==> config.mk <==
export PLATFORM = sky130hd
export DESIGN_NAME = fpround_pipe_flat
export DESIGN_NICKNAME = d
export VERILOG_FILES = /design/src/rtl/fpround_pipe_if.sv /design/src/rtl/fpround_pipe.sv /design/src/flat_wrapper.sv
export SDC_FILE = /design/constraint.sdc
export NUM_CORES = 1
export LEC_CHECK = 0
export ABC_AREA = 1
export BUFFER_PORTS_ARGS = -buffer_cell sky130_fd_sc_hd__buf_2
export CAP_MARGIN = 20
export CORE_MARGIN = 2
export CORE_UTILIZATION = 45
export DETAILED_ROUTE_END_ITERATION = 10
export PLACE_DENSITY = 0.69
export SLEW_MARGIN = 10
export SYNTH_ARGS = -nofsm -noshare
export SYNTH_HDL_FRONTEND = slang
export SYNTH_SLANG_ARGS = --single-unit
==> constraint.sdc <==
create_clock -name clk -period 3 [get_ports clk]
set_input_delay 0.6 -clock clk [delete_from_list [all_inputs] [get_ports clk]]
set_output_delay 0.6 -clock clk [all_outputs]
set_load 0.01 [all_outputs]
==> src/rtl/fpround_pipe_if.sv <==
// Handshake and data bundle between an upstream producer, the rounding pipe
// and its downstream consumer.
interface fpround_pipe_if #(
  parameter int NE = 5,
  parameter int NF = 10
);
  logic          in_valid;
  logic          in_ready;
  logic [2:0]    roundmode;
  logic          m_sign;
  logic [NE+1:0] m_exp;
  logic [NF-1:0] m_fract;
  logic          guard;
  logic          sticky;
  logic          out_valid;
  logic          out_ready;
  logic          r_sign;
  logic [NE-1:0] r_exp;
  logic [NF-1:0] r_fract;
  logic          flag_of;
  logic          flag_nx;

  modport master (
    output in_valid, roundmode, m_sign, m_exp, m_fract, guard, sticky, out_ready,
    input  in_ready, out_valid, r_sign, r_exp, r_fract, flag_of, flag_nx
  );

  modport slave (
    input  in_valid, roundmode, m_sign, m_exp, m_fract, guard, sticky, out_ready,
    output in_ready, out_valid, r_sign, r_exp, r_fract, flag_of, flag_nx
  );
endinterface

==> src/rtl/fpround_pipe.sv <==
// Two-stage floating-point rounding pipeline: stage 1 captures the operand and
// decides the increment, stage 2 applies it and resolves overflow.
module fpround_pipe #(
  parameter int NE = 5,
  parameter int NF = 10
) (
  input logic          clk,
  input logic          reset,
  fpround_pipe_if.slave bus
);

  typedef enum logic [2:0] {
    RM_RNE = 3'b000,
    RM_RTZ = 3'b001,
    RM_RDN = 3'b010,
    RM_RUP = 3'b011,
    RM_RMM = 3'b100
  } rmode_t;

  localparam logic [NE+2:0] EMAX_W = (NE+3)'((1 << NE) - 2);
  localparam logic [NE-1:0] EMAX_E = NE'((1 << NE) - 2);

  logic          s1_valid;
  logic          s1_sign;
  logic [NE+1:0] s1_exp;
  logic [NF-1:0] s1_fract;
  logic          s1_incr;
  logic          s1_nx;
  rmode_t        s1_mode;

  logic          s2_valid;
  logic          r_sign;
  logic [NE-1:0] r_exp;
  logic [NF-1:0] r_fract;
  logic          flag_of;
  logic          flag_nx;

  logic          s2_advance;
  logic          s1_advance;
  logic          accept;
  rmode_t        mode_in;
  logic          incr_in;

  logic          carry;
  logic [NF-1:0] fract_sum;
  logic [NE+2:0] exp_post;
  logic          ovf;
  logic          to_inf;
  logic [NE-1:0] r_exp_d;
  logic [NF-1:0] r_fract_d;

  assign s2_advance   = !s2_valid | bus.out_ready;
  assign s1_advance   = s1_valid & s2_advance;
  assign bus.in_ready = !reset & (!s1_valid | s1_advance);
  assign accept       = bus.in_valid & bus.in_ready;

  // Unused encodings 101..111 fall back to round-to-nearest-even.
  always_comb begin
    mode_in = RM_RNE;
    incr_in = 1'b0;
    case (bus.roundmode)
      3'b001:  mode_in = RM_RTZ;
      3'b010:  mode_in = RM_RDN;
      3'b011:  mode_in = RM_RUP;
      3'b100:  mode_in = RM_RMM;
      default: mode_in = RM_RNE;
    endcase
    case (mode_in)
      RM_RNE:  incr_in = bus.guard & (bus.m_fract[0] | bus.sticky);
      RM_RTZ:  incr_in = 1'b0;
      RM_RDN:  incr_in = bus.m_sign & (bus.guard | bus.sticky);
      RM_RUP:  incr_in = !bus.m_sign & (bus.guard | bus.sticky);
      RM_RMM:  incr_in = bus.guard;
      default: incr_in = 1'b0;
    endcase
  end

  // The hidden bit only carries out when the whole stored fraction wraps, so
  // adding to the fraction alone yields the same carry as {1,fraction}+incr.
  always_comb begin
    {carry, fract_sum} = {1'b0, s1_fract} + {{NF{1'b0}}, s1_incr};
    exp_post  = {1'b0, s1_exp} + {{(NE+2){1'b0}}, carry};
    ovf       = exp_post > EMAX_W;
    to_inf    = 1'b1;
    case (s1_mode)
      RM_RTZ:  to_inf = 1'b0;
      RM_RUP:  to_inf = !s1_sign;
      RM_RDN:  to_inf = s1_sign;
      default: to_inf = 1'b1;
    endcase
    r_exp_d   = exp_post[NE-1:0];
    r_fract_d = fract_sum;
    if (ovf) begin
      r_exp_d   = to_inf ? '1 : EMAX_E;
      r_fract_d = to_inf ? '0 : '1;
    end
  end

  always_ff @(posedge clk) begin
    if (reset) begin
      s1_valid <= 1'b0;
      s1_sign  <= 1'b0;
      s1_exp   <= '0;
      s1_fract <= '0;
      s1_incr  <= 1'b0;
      s1_nx    <= 1'b0;
      s1_mode  <= RM_RNE;
      s2_valid <= 1'b0;
      r_sign   <= 1'b0;
      r_exp    <= '0;
      r_fract  <= '0;
      flag_of  <= 1'b0;
      flag_nx  <= 1'b0;
    end else begin
      s1_valid <= accept | (s1_valid & !s1_advance);
      if (accept) begin
        s1_sign  <= bus.m_sign;
        s1_exp   <= bus.m_exp;
        s1_fract <= bus.m_fract;
        s1_incr  <= incr_in;
        s1_nx    <= bus.guard | bus.sticky;
        s1_mode  <= mode_in;
      end
      if (s2_advance) begin
        s2_valid <= s1_valid;
        if (s1_valid) begin
          r_sign  <= s1_sign;
          r_exp   <= r_exp_d;
          r_fract <= r_fract_d;
          flag_of <= ovf;
          flag_nx <= s1_nx | ovf;
        end
      end
    end
  end

  assign bus.out_valid = s2_valid;
  assign bus.r_sign    = r_sign;
  assign bus.r_exp     = r_exp;
  assign bus.r_fract   = r_fract;
  assign bus.flag_of   = flag_of;
  assign bus.flag_nx   = flag_nx;

endmodule
==> src/flat_wrapper.sv <==
// flat-port wrapper written by rule: the top's interface ports become plain ports
module fpround_pipe_flat 
#(
  parameter int NE = 5,
  parameter int NF = 10
)
  (clk, reset, bus_in_valid, bus_roundmode, bus_m_sign, bus_m_exp, bus_m_fract, bus_guard, bus_sticky, bus_out_ready, bus_in_ready, bus_out_valid, bus_r_sign, bus_r_exp, bus_r_fract, bus_flag_of, bus_flag_nx);
  fpround_pipe_if #(.NE(NE), .NF(NF)) bus_i ();
  input logic clk;
  input logic reset;
  input wire logic [$bits(bus_i.in_valid)-1:0] bus_in_valid;
  input wire logic [$bits(bus_i.roundmode)-1:0] bus_roundmode;
  input wire logic [$bits(bus_i.m_sign)-1:0] bus_m_sign;
  input wire logic [$bits(bus_i.m_exp)-1:0] bus_m_exp;
  input wire logic [$bits(bus_i.m_fract)-1:0] bus_m_fract;
  input wire logic [$bits(bus_i.guard)-1:0] bus_guard;
  input wire logic [$bits(bus_i.sticky)-1:0] bus_sticky;
  input wire logic [$bits(bus_i.out_ready)-1:0] bus_out_ready;
  output wire logic [$bits(bus_i.in_ready)-1:0] bus_in_ready;
  output wire logic [$bits(bus_i.out_valid)-1:0] bus_out_valid;
  output wire logic [$bits(bus_i.r_sign)-1:0] bus_r_sign;
  output wire logic [$bits(bus_i.r_exp)-1:0] bus_r_exp;
  output wire logic [$bits(bus_i.r_fract)-1:0] bus_r_fract;
  output wire logic [$bits(bus_i.flag_of)-1:0] bus_flag_of;
  output wire logic [$bits(bus_i.flag_nx)-1:0] bus_flag_nx;
  assign bus_i.in_valid = bus_in_valid;
  assign bus_i.roundmode = bus_roundmode;
  assign bus_i.m_sign = bus_m_sign;
  assign bus_i.m_exp = bus_m_exp;
  assign bus_i.m_fract = bus_m_fract;
  assign bus_i.guard = bus_guard;
  assign bus_i.sticky = bus_sticky;
  assign bus_i.out_ready = bus_out_ready;
  assign bus_in_ready = bus_i.in_ready;
  assign bus_out_valid = bus_i.out_valid;
  assign bus_r_sign = bus_i.r_sign;
  assign bus_r_exp = bus_i.r_exp;
  assign bus_r_fract = bus_i.r_fract;
  assign bus_flag_of = bus_i.flag_of;
  assign bus_flag_nx = bus_i.flag_nx;
  fpround_pipe #(.NE(NE), .NF(NF)) u_core (.clk(clk), .reset(reset), .bus(bus_i));
endmodule
==> results.py, run 1 <==
metrics = {
    "min_path": {
        "worstHoldPathType": "register to register",
    },
    "synth": {
        "synth_xor_area_frac": 0.0310,
        "yosys.area.top_type": "dfxtp_1",
        "yosysWarnings": 0,
        "post_synth_and_or_nand_nor_area_fraction": 0.219,
        "synth-edff-count": 0,
        "synth_area_leaders": "dfxtp_1 (43%), o21ai_0 (8.8%), nand2_1 (7.8%), a21oi_1 (7.6%), inv_1 (6.1%)",
        "synthCells": 269,
        "synth_commonest_cells": "dfxtp_1 (43), nand2_1 (41), o21ai_0 (35), inv_1 (32), a21oi_1 (30)",
        "yosys_most_used_dff": "dfxtp_1",
        "ys_ff_latch": 43,
        "netlist_area_sq_mm": 0.00198,
        "synth_fp_nets": 300,
        "synth-compound-area-share": 0.189,
        "ys_types": 26,
        "synth_top_family_by_area": "simple AND/OR/NAND/NOR gates",
        "synthMuxAreaShare": 0,
        "synthArstFlopShare": 0,
        "postSynthAreaPerCell_sq_um": 7.36,
        "synth_seq_area_share": 0.435,
        "synth_most_common_cell": "dfxtp_1",
        "yosysTopAreaCellShare": 0.435,
        "synth_fa_ha_area_frac": 0.0253,
    },
    "pwr": {
        "ir_drop_uv": 245,
        "leakagePower_nw": 1.10,
        "power_density_mw_per_mm2": 499,
    },
    "worst_setup_path": {
        "crit_start": "u_core.s1_fract[0]$_SDFFE_PP0P_",
        "crit_path_start_kind": "register",
        "arrival_ps": 2900,
        "ff2ff_path_depth": 16,
        "cp.depth": 16,
        "path_buf_inv": 2,
        "cpLargestDelayFamily": "simple AND/OR/NAND/NOR gates",
        "cp.required_ps": 3170,
        "slowest_stage": "dfxtp_1",
        "cp-end-kind": "register",
        "reg2reg_to": "u_core.bus.r_fract[1]$_SDFFE_PP0P_",
        "regToRegSetupSlack_ps": 270,
        "crit_chain": "ha_1, ha_1, nand3_1, nor3_2, nand4_1, nor2_1, ha_1, ha_1, nand3_1, inv_1, nand2_2, clkinv_1, nand2_2, nand3_4, a21oi_4, a21oi_1",
        "cp-endpoint": "u_core.bus.r_fract[1]$_SDFFE_PP0P_",
        "r2r_start": "u_core.s1_fract[0]$_SDFFE_PP0P_",
        "worstSetupPathType": "register to register",
        "cp_max_fo": 10,
        "path_common_cell": "ha_1",
        "slowest_delay_ps": 340,
    },
    "final_layout": {
        "nets": 345,
        "postLayoutCoreUtil": 0.541,
        "final_layout_size_suffix_gt1_frac": 0.222,
        "fillers": 440,
        "antenna_cells": 0,
        "areaGrowthSynthToFinish_pct": 17.2,
    },
    "grt": {
        "gr-total-overflow": 0,
        "antenna_found_initial": 0,
        "grt_max_degree": 35,
        "grt_usage": 0.169,
        "grt_pass1_wl_um": 6620,
        "grt_pass1_vias": 1476,
    },
    "routing": {
        "wl_um": 4070,
        "wl_per_cell_um": 11.1,
        "drtIter0Drc": 90,
        "via_per_inst": 4.82,
        "drt-pass1-iter-count": 4,
        "remaining_drc_errors": 0,
        "vias": 1768,
        "ant_nets": 0,
    },
    "run": {
        "drv_cap": 0,
    },
    "floorplanning": {
        "row_count": 24,
        "die_height_um": 70.3,
        "io_pins": 47,
        "die-area_sq_mm": 0.00495,
        "fp.dieW_um": 70.3,
        "initial_core_util": 0.461,
        "core_area_sq_mm": 0.00429,
    },
    "clock_network": {
        "post-cts-setup-buffers": 0,
        "insertion_delay_ps": 290,
        "root_buffer": "clkbuf_8",
        "cts_sinks": 43,
        "cts_tree": "built",
        "cts_max_level": 2,
        "cts_buffer_depth": 2,
        "clk_pin_slew_ps": 80,
        "cts_buffers": 5,
    },
    "timing": {
        "fin_skew_ps": 4.65,
        "period_share": 0.909,
        "max_freq_mhz": 367,
        "slew_headroom": 0.610,
        "finalHoldViolCount": 0,
        "setup_tns_ps": 0,
        "grt_setup_unrepaired": "false",
        "setup_viol": 0,
        "final_max_slew_viol_count": 0,
        "worstMarginPinSlew_ps": 585,
        "finalCriticalPeriod_ps": 2730,
    },
    "placement": {
        "place_hpwl_um": 3040,
        "gp_congestion": 0.882,
        "port-buffer-count": 46,
    },
    "run_status": {
        "status": "completed",
    },
}
## power breakdown
part,total (mW),switching [mW],internal (mW)
clock network,0.346,0.183,0.163
registers,0.636,0.0252,0.611
logic,0.175,0.106,0.0687
total,1.16,0.314,0.843
## worst min-delay path by stage
stage,start,to,slack [ps],depth (start not counted)
3_5_place_dp,u_core.bus.r_exp[0]$_SDFFE_PP0P_,u_core.bus.r_exp[0]$_SDFFE_PP0P_,460,2
3_3_place_gp,u_core.bus.r_exp[0]$_SDFFE_PP0P_,u_core.bus.r_exp[0]$_SDFFE_PP0P_,450,2
5_1_grt,u_core.bus.r_exp[0]$_SDFFE_PP0P_,u_core.bus.r_exp[0]$_SDFFE_PP0P_,500,2
4_1_cts,u_core.bus.r_exp[0]$_SDFFE_PP0P_,u_core.bus.r_exp[0]$_SDFFE_PP0P_,470,2
6_report,u_core.bus.r_exp[0]$_SDFFE_PP0P_,u_core.bus.r_exp[0]$_SDFFE_PP0P_,470,2
2_1_floorplan,u_core.s1_nx$_SDFFE_PP0P_,u_core.bus.flag_nx$_SDFFE_PP0P_,420,2
## stage by stage
stage / hold WS (ps) / cell area (sq um) / std cells / setup slack, ps / total power, mW
finish: 473 / 2320 / 367 / 272 / 1.16
global route: 502 / 2320 / 367 / 65.1 / 1.22
CTS: 473 / 2320 / 367 / 195 / 1.17
detailed placement: 462 / 2230 / 359 / 210 / 0.825
global placement: 454 / 2230 / 359 / 313 / 0.823
floorplan: 423 / 1980 / 269 / 403 / 0.765
## worst register-to-register path, cell delays in order, from the launching register on
cell      delay [ps]
dfxtp_1          340
ha_1             170
ha_1             180
nand3_1          130
nor3_2           160
nand4_1          130
nor2_1           130
ha_1             240
ha_1             280
nand3_1           90
inv_1             50
nand2_2           70
clkinv_1          70
nand2_2           80
nand3_4          110
a21oi_4          270
a21oi_1          110
## layout make-up
cell class,instances,area (sq um),share of cell area
Clock inverter,1,5.00,0.00216
Timing Repair Buffer,48,245,0.106
Inverter,37,145,0.0625
Sequential cell,43,861,0.371
Clock buffer,7,76.3,0.0329
Multi-Input combinational cell,179,923,0.398
Tap cell,52,65.1,0.0280
## cells in the final DEF (no fill, tap or decap)
cell	instances
nand2_4	1
buf_4	2
xor2_1	7
inv_1	32
nor2_4	1
a21oi_4	1
clkinv_2	2
o211ai_1	1
nor3_1	3
nand2_1	41
clkbuf_8	5
or2_2	3
nand4_1	3
nor3_2	1
nor2_1	27
o21ai_0	35
buf_2	46
nand3_4	1
ha_1	4
dfxtp_1	43
a21oi_1	30
clkinv_1	1
inv_2	2
o21ai_1	5
clkbuf_1	2
clkinv_4	1
nand2_2	4
nand3_1	11
## flip-flops by register name, summed over array words and instances (netlist names)
signal / count
u_core.bus.r_sign: 1
u_core.s1_valid: 1
u_core.s1_mode: 3
u_core.s1_sign: 1
u_core.bus.r_fract: 10
u_core.bus.out_valid: 1
u_core.s1_incr: 1
u_core.s1_exp: 7
u_core.s1_fract: 10
u_core.bus.flag_nx: 1
u_core.s1_nx: 1
u_core.bus.flag_of: 1
u_core.bus.r_exp: 5
## per-layer routing
| layer | GRT usage | up-vias | wire (um) |
|---|---|---|---|
| met3 | 0.0346 | 5 | 165 |
| met5 | 0 | - | 0 |
| li1 | - | 953 | - |
| met1 | 0.230 | 776 | 2020 |
| met2 | 0.259 | 34 | 1820 |
| met4 | 0.0769 | 0 | 66 |
## what timing repair did
action	in CTS	in global routing
endpoints found under the hold margin	0	0
endpoints found under the setup margin	0	12
gates resized for setup	0	1
hold buffers	0	0
## kinds of logic (layout without fill, tap and decap cells)
group / Yosys count / after routing
xor gates and xnor gates: 7 / 7
buffers and inverters: 47 / 93
DFF: 43 / 43
adders and majority gates: 4 / 4
and+or+nand+nor: 96 / 96
AOI/OAI and AO/OA: 72 / 72
No activity file was read; power rests on OpenSTA's default activity.
==> run 2: changes to the inputs <==
Settings changed: ABC_CLOCK_PERIOD_IN_PS from default to 2400, CORE_UTILIZATION 45 to 48, PLACE_DENSITY 0.69 to 0.75.
Clock period 3 ns to 2.4 ns, I/O delays scaled along.
==> run 2 against run 1 <==
Net effect:
- the flow now finishes with violations (setup timing)
- worst setup slack got worse by 430 ps
- global-route usage rose by 5.4 points
- highest routed layer unchanged
- final cell count rose by 6.3%
- maximum frequency rose by 6.6%
- design area rose by 15%
- non-clock buffer count rose by 24
- routed wire length rose by 17%
- register-to-register slack got worse by 430 ps
- sequential share of layout area fell by 4.8 points
- clock-buffer cell count fell by 2
- critical endpoint is now u_core.bus.r_fract[8]$_SDFFE_PP0P_
- largest cell class unchanged
- critical path type unchanged
- total power rose by 42%
==> results.py, run 2 (same netlist as run 1, synthesis figures left out) <==
metrics = {
    "run_status": {
        "status": "finished with violations",
        "failed_checks": "setup timing",
    },
    "clock_network": {
        "cts_tree": "built",
        "cts_buffers": 5,
        "root_buffer": "clkbuf_8",
        "clk_pin_slew_ps": 80,
        "cts_buffer_depth": 2,
        "insertion_delay_ps": 300,
        "cts_sinks": 43,
        "cts_max_level": 2,
    },
    "worst_setup_path": {
        "crit_path_start_kind": "register",
        "worstSetupPathType": "register to register",
        "cp-end-kind": "register",
        "cp.required_ps": 2600,
        "cp_max_fo": 3,
        "arrival_ps": 2760,
    },
    "floorplanning": {
        "row_count": 23,
        "die_height_um": 68.2,
        "fp.dieW_um": 68.2,
        "io_pins": 47,
        "die-area_sq_mm": 0.00466,
        "initial_core_util": 0.499,
        "core_area_sq_mm": 0.00397,
    },
    "final_layout": {
        "reg_top3": "u_core.bus.r_fract: 10 flops, u_core.s1_fract: 10 flops, u_core.s1_exp: 7 flops",
        "areaGrowthSynthToFinish_pct": 35.1,
        "stdcell_count": 390,
        "layout_commonest_cell": "buf_2",
        "nets": 370,
        "layout_common_cells": "buf_2 (46), dfxtp_1 (41), nand2_1 (39), o21ai_0 (35), inv_1 (29)",
        "final_layout_size_suffix_gt1_frac": 0.353,
        "antenna_cells": 0,
    },
    "placement": {
        "place_hpwl_um": 3240,
        "port-buffer-count": 46,
        "gp_congestion": 0.828,
        "dp.cells": 368,
    },
    "routing": {
        "remaining_drc_errors": 0,
        "drt-pass1-iter-count": 4,
        "wl_um": 4760,
        "vias": 1956,
        "ant_nets": 0,
        "via_per_inst": 5.02,
        "wl_per_cell_um": 12.2,
        "drtIter0Drc": 122,
    },
    "pwr": {
        "power_density_mw_per_mm2": 614,
        "pwr-share-clk": 0.346,
        "pwr-share-comb": 0.166,
        "switching_share": 0.276,
        "leakagePower_nw": 1.24,
        "p_sw_mw": 0.452,
        "seqPwrFrac": 0.488,
        "ir_drop_uv": 333,
        "internal-power_mw": 1.19,
    },
    "grt": {
        "grt_pass1_wl_um": 7800,
        "grt_pass1_vias": 1694,
        "gr-total-overflow": 0,
        "antenna_found_initial": 0,
        "grt_max_degree": 35,
        "grt_usage": 0.224,
    },
    "timing": {
        "finalCriticalPeriod_ps": 2560,
        "finalHoldViolCount": 0,
        "layout_setup_ws_ps": -159,
        "grt_setup_unrepaired": "true",
        "worstMarginPinSlew_ps": 855,
        "slew_headroom": 0.426,
        "fin_skew_ps": 7.67,
        "holdWs_ps": 367,
        "final_max_slew_viol_count": 0,
        "setup_viol": 17,
        "period_share": 1.07,
        "max_freq_mhz": 391,
    },
    "run": {
        "drv_cap": 0,
    },
    "min_path": {
        "worstHoldPathType": "input pin to register",
    },
}
[run 2: changes by cell type in the layout (fill, tap and decap cells not counted), sizes merged]
| cell | delta |
|---|---|
| a21oi | +1 |
| bufinv | +1 |
| buf | +24 |
| clkbuf | -2 |
| clkinv | +1 |
[run 2: power groups by stage]
stage	clock (mW)	combinational [mW]	sequential [mW]
final	0.568	0.272	0.800
after global routing	0.613	0.306	0.807
after CTS	0.574	0.264	0.800
after detailed placement	0	0.248	0.815
after global placement	0	0.244	0.814
after floorplan	0	0.144	0.820
[run 2: metal layers]
metal	global-route usage	part of all wire
met5	0	0
met3	0.0543	0.050
met2	0.347	0.45
met1	0.310	0.49
met4	0.0625	0.012
[run 2: per-stage QoR]
| stage | worst slack [ps] | TNS [ps] | utilization | power (mW) | area (sq um) |
|---|---|---|---|---|---|
| after detailed placement | -170 | -2200 | 0.604 | 1.06 | 2400 |
| after CTS | -64.7 | -837 | 0.665 | 1.64 | 2640 |
| final | -159 | -1580 | 0.674 | 1.64 | 2680 |
| after global placement | -120 | -1530 | 0.604 | 1.06 | 2400 |
| after floorplan | -35.0 | -350 | - | 0.964 | 2050 |
| after global routing | -274 | -4120 | 0.674 | 1.73 | 2680 |
[run 2: worst paths after layout]
check	startpoint	end	slack (ps)	cells past startpoint
setup / recovery	u_core.s1_incr$_SDFFE_PP0P_	u_core.bus.r_fract[8]$_SDFFE_PP0P_	-160	17
hold / removal	bus_m_fract[1]	u_core.s1_fract[1]$_SDFFE_PP0P_	370	3
setup reg to reg	u_core.s1_incr$_SDFFE_PP0P_	u_core.bus.r_fract[8]$_SDFFE_PP0P_	-160	17
hold reg to reg	u_core.s1_exp[6]$_SDFFE_PP0P_	u_core.s1_exp[6]$_SDFFE_PP0P_	460	2
[run 2: repair_timing]
item,in CTS,in global routing
hold buffers,0,0
resized for setup,9,7
setup endpoints to repair,17,17
buffers inserted,12,1
pin swaps,11,2
cloned,1,0
[run 2: layout make-up]
cell class	instances	area, sq um
fillers	338	1300
clock buffers	5	68.8
well taps	50	62.6
clock inverters	3	43.8
multi-input cells	180	1050
flip-flops and latches	43	863
inverters	37	146
repair buffers	72	442
[run 2: critical path, stage by stage, from the launching register on]
cell     delay (ps)
dfxtp_2         360
ha_4            150
ha_4            140
nand3_4          80
nor3_4          160
nand4_1         150
buf_4           160
buf_4           120
buf_4           120
buf_4           120
buf_4           120
buf_4           120
buf_4           120
buf_4           120
buf_4           120
buf_4           120
nand3_1         100
a21oi_1          70
==> run 3: changes to the inputs <==
Settings changed: CORE_ASPECT_RATIO from default to 1.1.
==> run 3 against run 2 <==
Net effect:
- the flow still finishes with violations (setup timing)
- sequential share of layout area down 0.21 points
- utilization up 0.57 points
- clock skew about the same
- critical endpoint is now u_core.bus.r_fract[9]$_SDFFE_PP0P_
- non-clock buffer count up 8
- routed wire length up 7.8%
- highest routed layer unchanged
- design area up 0.65%
- sequential power about the same
==> results.py, run 3 (same netlist as run 1, synthesis figures left out) <==
metrics = {
    "placement": {
        "place_hpwl_um": 3200,
        "pre_cts_ws_ps": -194,
        "gp_congestion": 0.798,
        "dpl-instance-area_sq_mm": 0.00237,
        "port-buffer-count": 46,
    },
    "worst_setup_path": {
        "path_buf_inv": 3,
        "crit_chain": "ha_4, ha_4, nand3_4, nor3_4, nand4_1, nor2_1, ha_2, ha_4, nand2_2, inv_2, nor2_2, nand2_2, clkinv_2, nand2_2, nand3_4, a21oi_4, buf_6, a21oi_1",
        "slowest_stage": "dfxtp_2",
        "cpLargestDelayFamily": "simple AND/OR/NAND/NOR gates",
        "cp.required_ps": 2580,
        "arrival_ps": 2720,
        "cp-end-kind": "register",
        "worstSetupPathType": "register to register",
        "cp_max_fo": 6,
        "crit_path_start_kind": "register",
        "slowest_delay_ps": 360,
    },
    "floorplanning": {
        "die-area_sq_mm": 0.00466,
        "io_pins": 47,
        "fp.dieW_um": 65.2,
        "die_height_um": 71.4,
        "core_area_sq_mm": 0.00396,
        "row_count": 24,
        "initial_core_util": 0.500,
    },
    "timing": {
        "fin_skew_ps": 7.78,
        "period_share": 1.05,
        "setup_tns_ps": -1810,
        "layout_setup_ws_ps": -131,
        "setup_viol": 17,
        "finalHoldViolCount": 0,
        "finalCriticalPeriod_ps": 2530,
        "slew_headroom": 0.511,
        "worstMarginPinSlew_ps": 732,
        "grt_setup_unrepaired": "true",
        "holdWs_ps": 381,
        "max_freq_mhz": 395,
        "final_max_slew_viol_count": 0,
    },
    "grt": {
        "grt_usage": 0.229,
        "grt_pass1_vias": 1892,
        "antenna_found_initial": 0,
        "grt_pass1_wl_um": 8220,
        "gr-total-overflow": 0,
        "grt_max_degree": 35,
    },
    "clock_network": {
        "root_buffer": "clkbuf_8",
        "cts_buffer_depth": 2,
        "cts_max_level": 2,
        "insertion_delay_ps": 290,
        "cts_tree": "built",
        "cts.hold.buffers_added": 0,
        "clk_pin_slew_ps": 80,
        "cts_sinks": 43,
        "cts_buffers": 5,
    },
    "routing": {
        "wl_um": 5130,
        "drtIter0Drc": 116,
        "via_per_inst": 5.05,
        "remaining_drc_errors": 0,
        "wl_per_cell_um": 12.9,
        "vias": 2015,
        "ant_nets": 0,
        "drt-pass1-iter-count": 4,
    },
    "pwr": {
        "leakagePower_nw": 1.26,
        "ir_drop_uv": 399,
        "power_density_mw_per_mm2": 561,
    },
    "run": {
        "drv_cap": 0,
    },
    "min_path": {
        "worstHoldPathType": "input pin to register",
    },
    "final_layout": {
        "layout_common_cells": "buf_2 (46), dfxtp_1 (41), nand2_1 (39), o21ai_0 (35), buf_4 (31)",
        "fillers": 342,
        "layout_commonest_cell": "buf_2",
        "areaGrowthSynthToFinish_pct": 35.9,
        "final_layout_size_suffix_gt1_frac": 0.357,
        "final_area_sq_mm": 0.00269,
        "nets": 377,
        "reg_top3": "u_core.bus.r_fract: 10 flops, u_core.s1_fract: 10 flops, u_core.s1_exp: 7 flops",
        "antenna_cells": 0,
    },
    "run_status": {
        "failed_checks": "setup timing",
        "status": "finished with violations",
    },
}
## run 3: timing repair
action	CTS	global route
setup buffers	21	2
endpoints found under the setup margin	17	17
pin swaps	11	1
gates resized for setup	6	9
## run 3: routing by layer
layer | track usage | wire length (um)
met5 | 0 | 0
met1 | 0.287 | 2200
met2 | 0.379 | 2500
met3 | 0.0424 | 313
met4 | 0.111 | 114
## run 3: cell type report
type | instances | area [sq um] | area share
Clock inverter | 1 | 5.00 | 0.00186
Clock buffer | 7 | 76.3 | 0.0283
Inverter | 37 | 146 | 0.0544
Timing Repair Buffer | 80 | 505 | 0.188
Sequential cell | 43 | 863 | 0.321
Tap cell | 52 | 65.1 | 0.0242
Multi-Input combinational cell | 179 | 1030 | 0.383
## run 3: tightest hold or removal path: stages
cell and delay (ps):
buf_2 70, nand2_1 40, o21ai_0 50
## run 3: power breakdown
group / internal [mW] / total [mW] / switching [mW]
combinational: 0.117 / 0.274 / 0.158
sequential: 0.764 / 0.800 / 0.0358
clock: 0.204 / 0.436 / 0.232
## run 3: stage by stage
stage	utilization	total power, mW	instances
2_1_floorplan	-	0.964	269
3_3_place_gp	0.599	1.05	368
3_5_place_dp	0.599	1.05	368
4_1_cts	0.667	1.51	397
5_1_grt	0.679	1.60	399
6_report	0.679	1.51	399
## run 3: worst paths after layout
kind                            slack (ps)                                  to  depth (start not counted)                           from
worst max-delay path                  -130  u_core.bus.r_fract[9]$_SDFFE_PP0P_                         18    u_core.s1_incr$_SDFFE_PP0P_
worst min-delay path                   380     u_core.s1_fract[1]$_SDFFE_PP0P_                          3                 bus_m_fract[1]
worst max register to register        -130  u_core.bus.r_fract[9]$_SDFFE_PP0P_                         18    u_core.s1_incr$_SDFFE_PP0P_
worst min register to register         480       u_core.s1_exp[6]$_SDFFE_PP0P_                          2  u_core.s1_exp[6]$_SDFFE_PP0P_
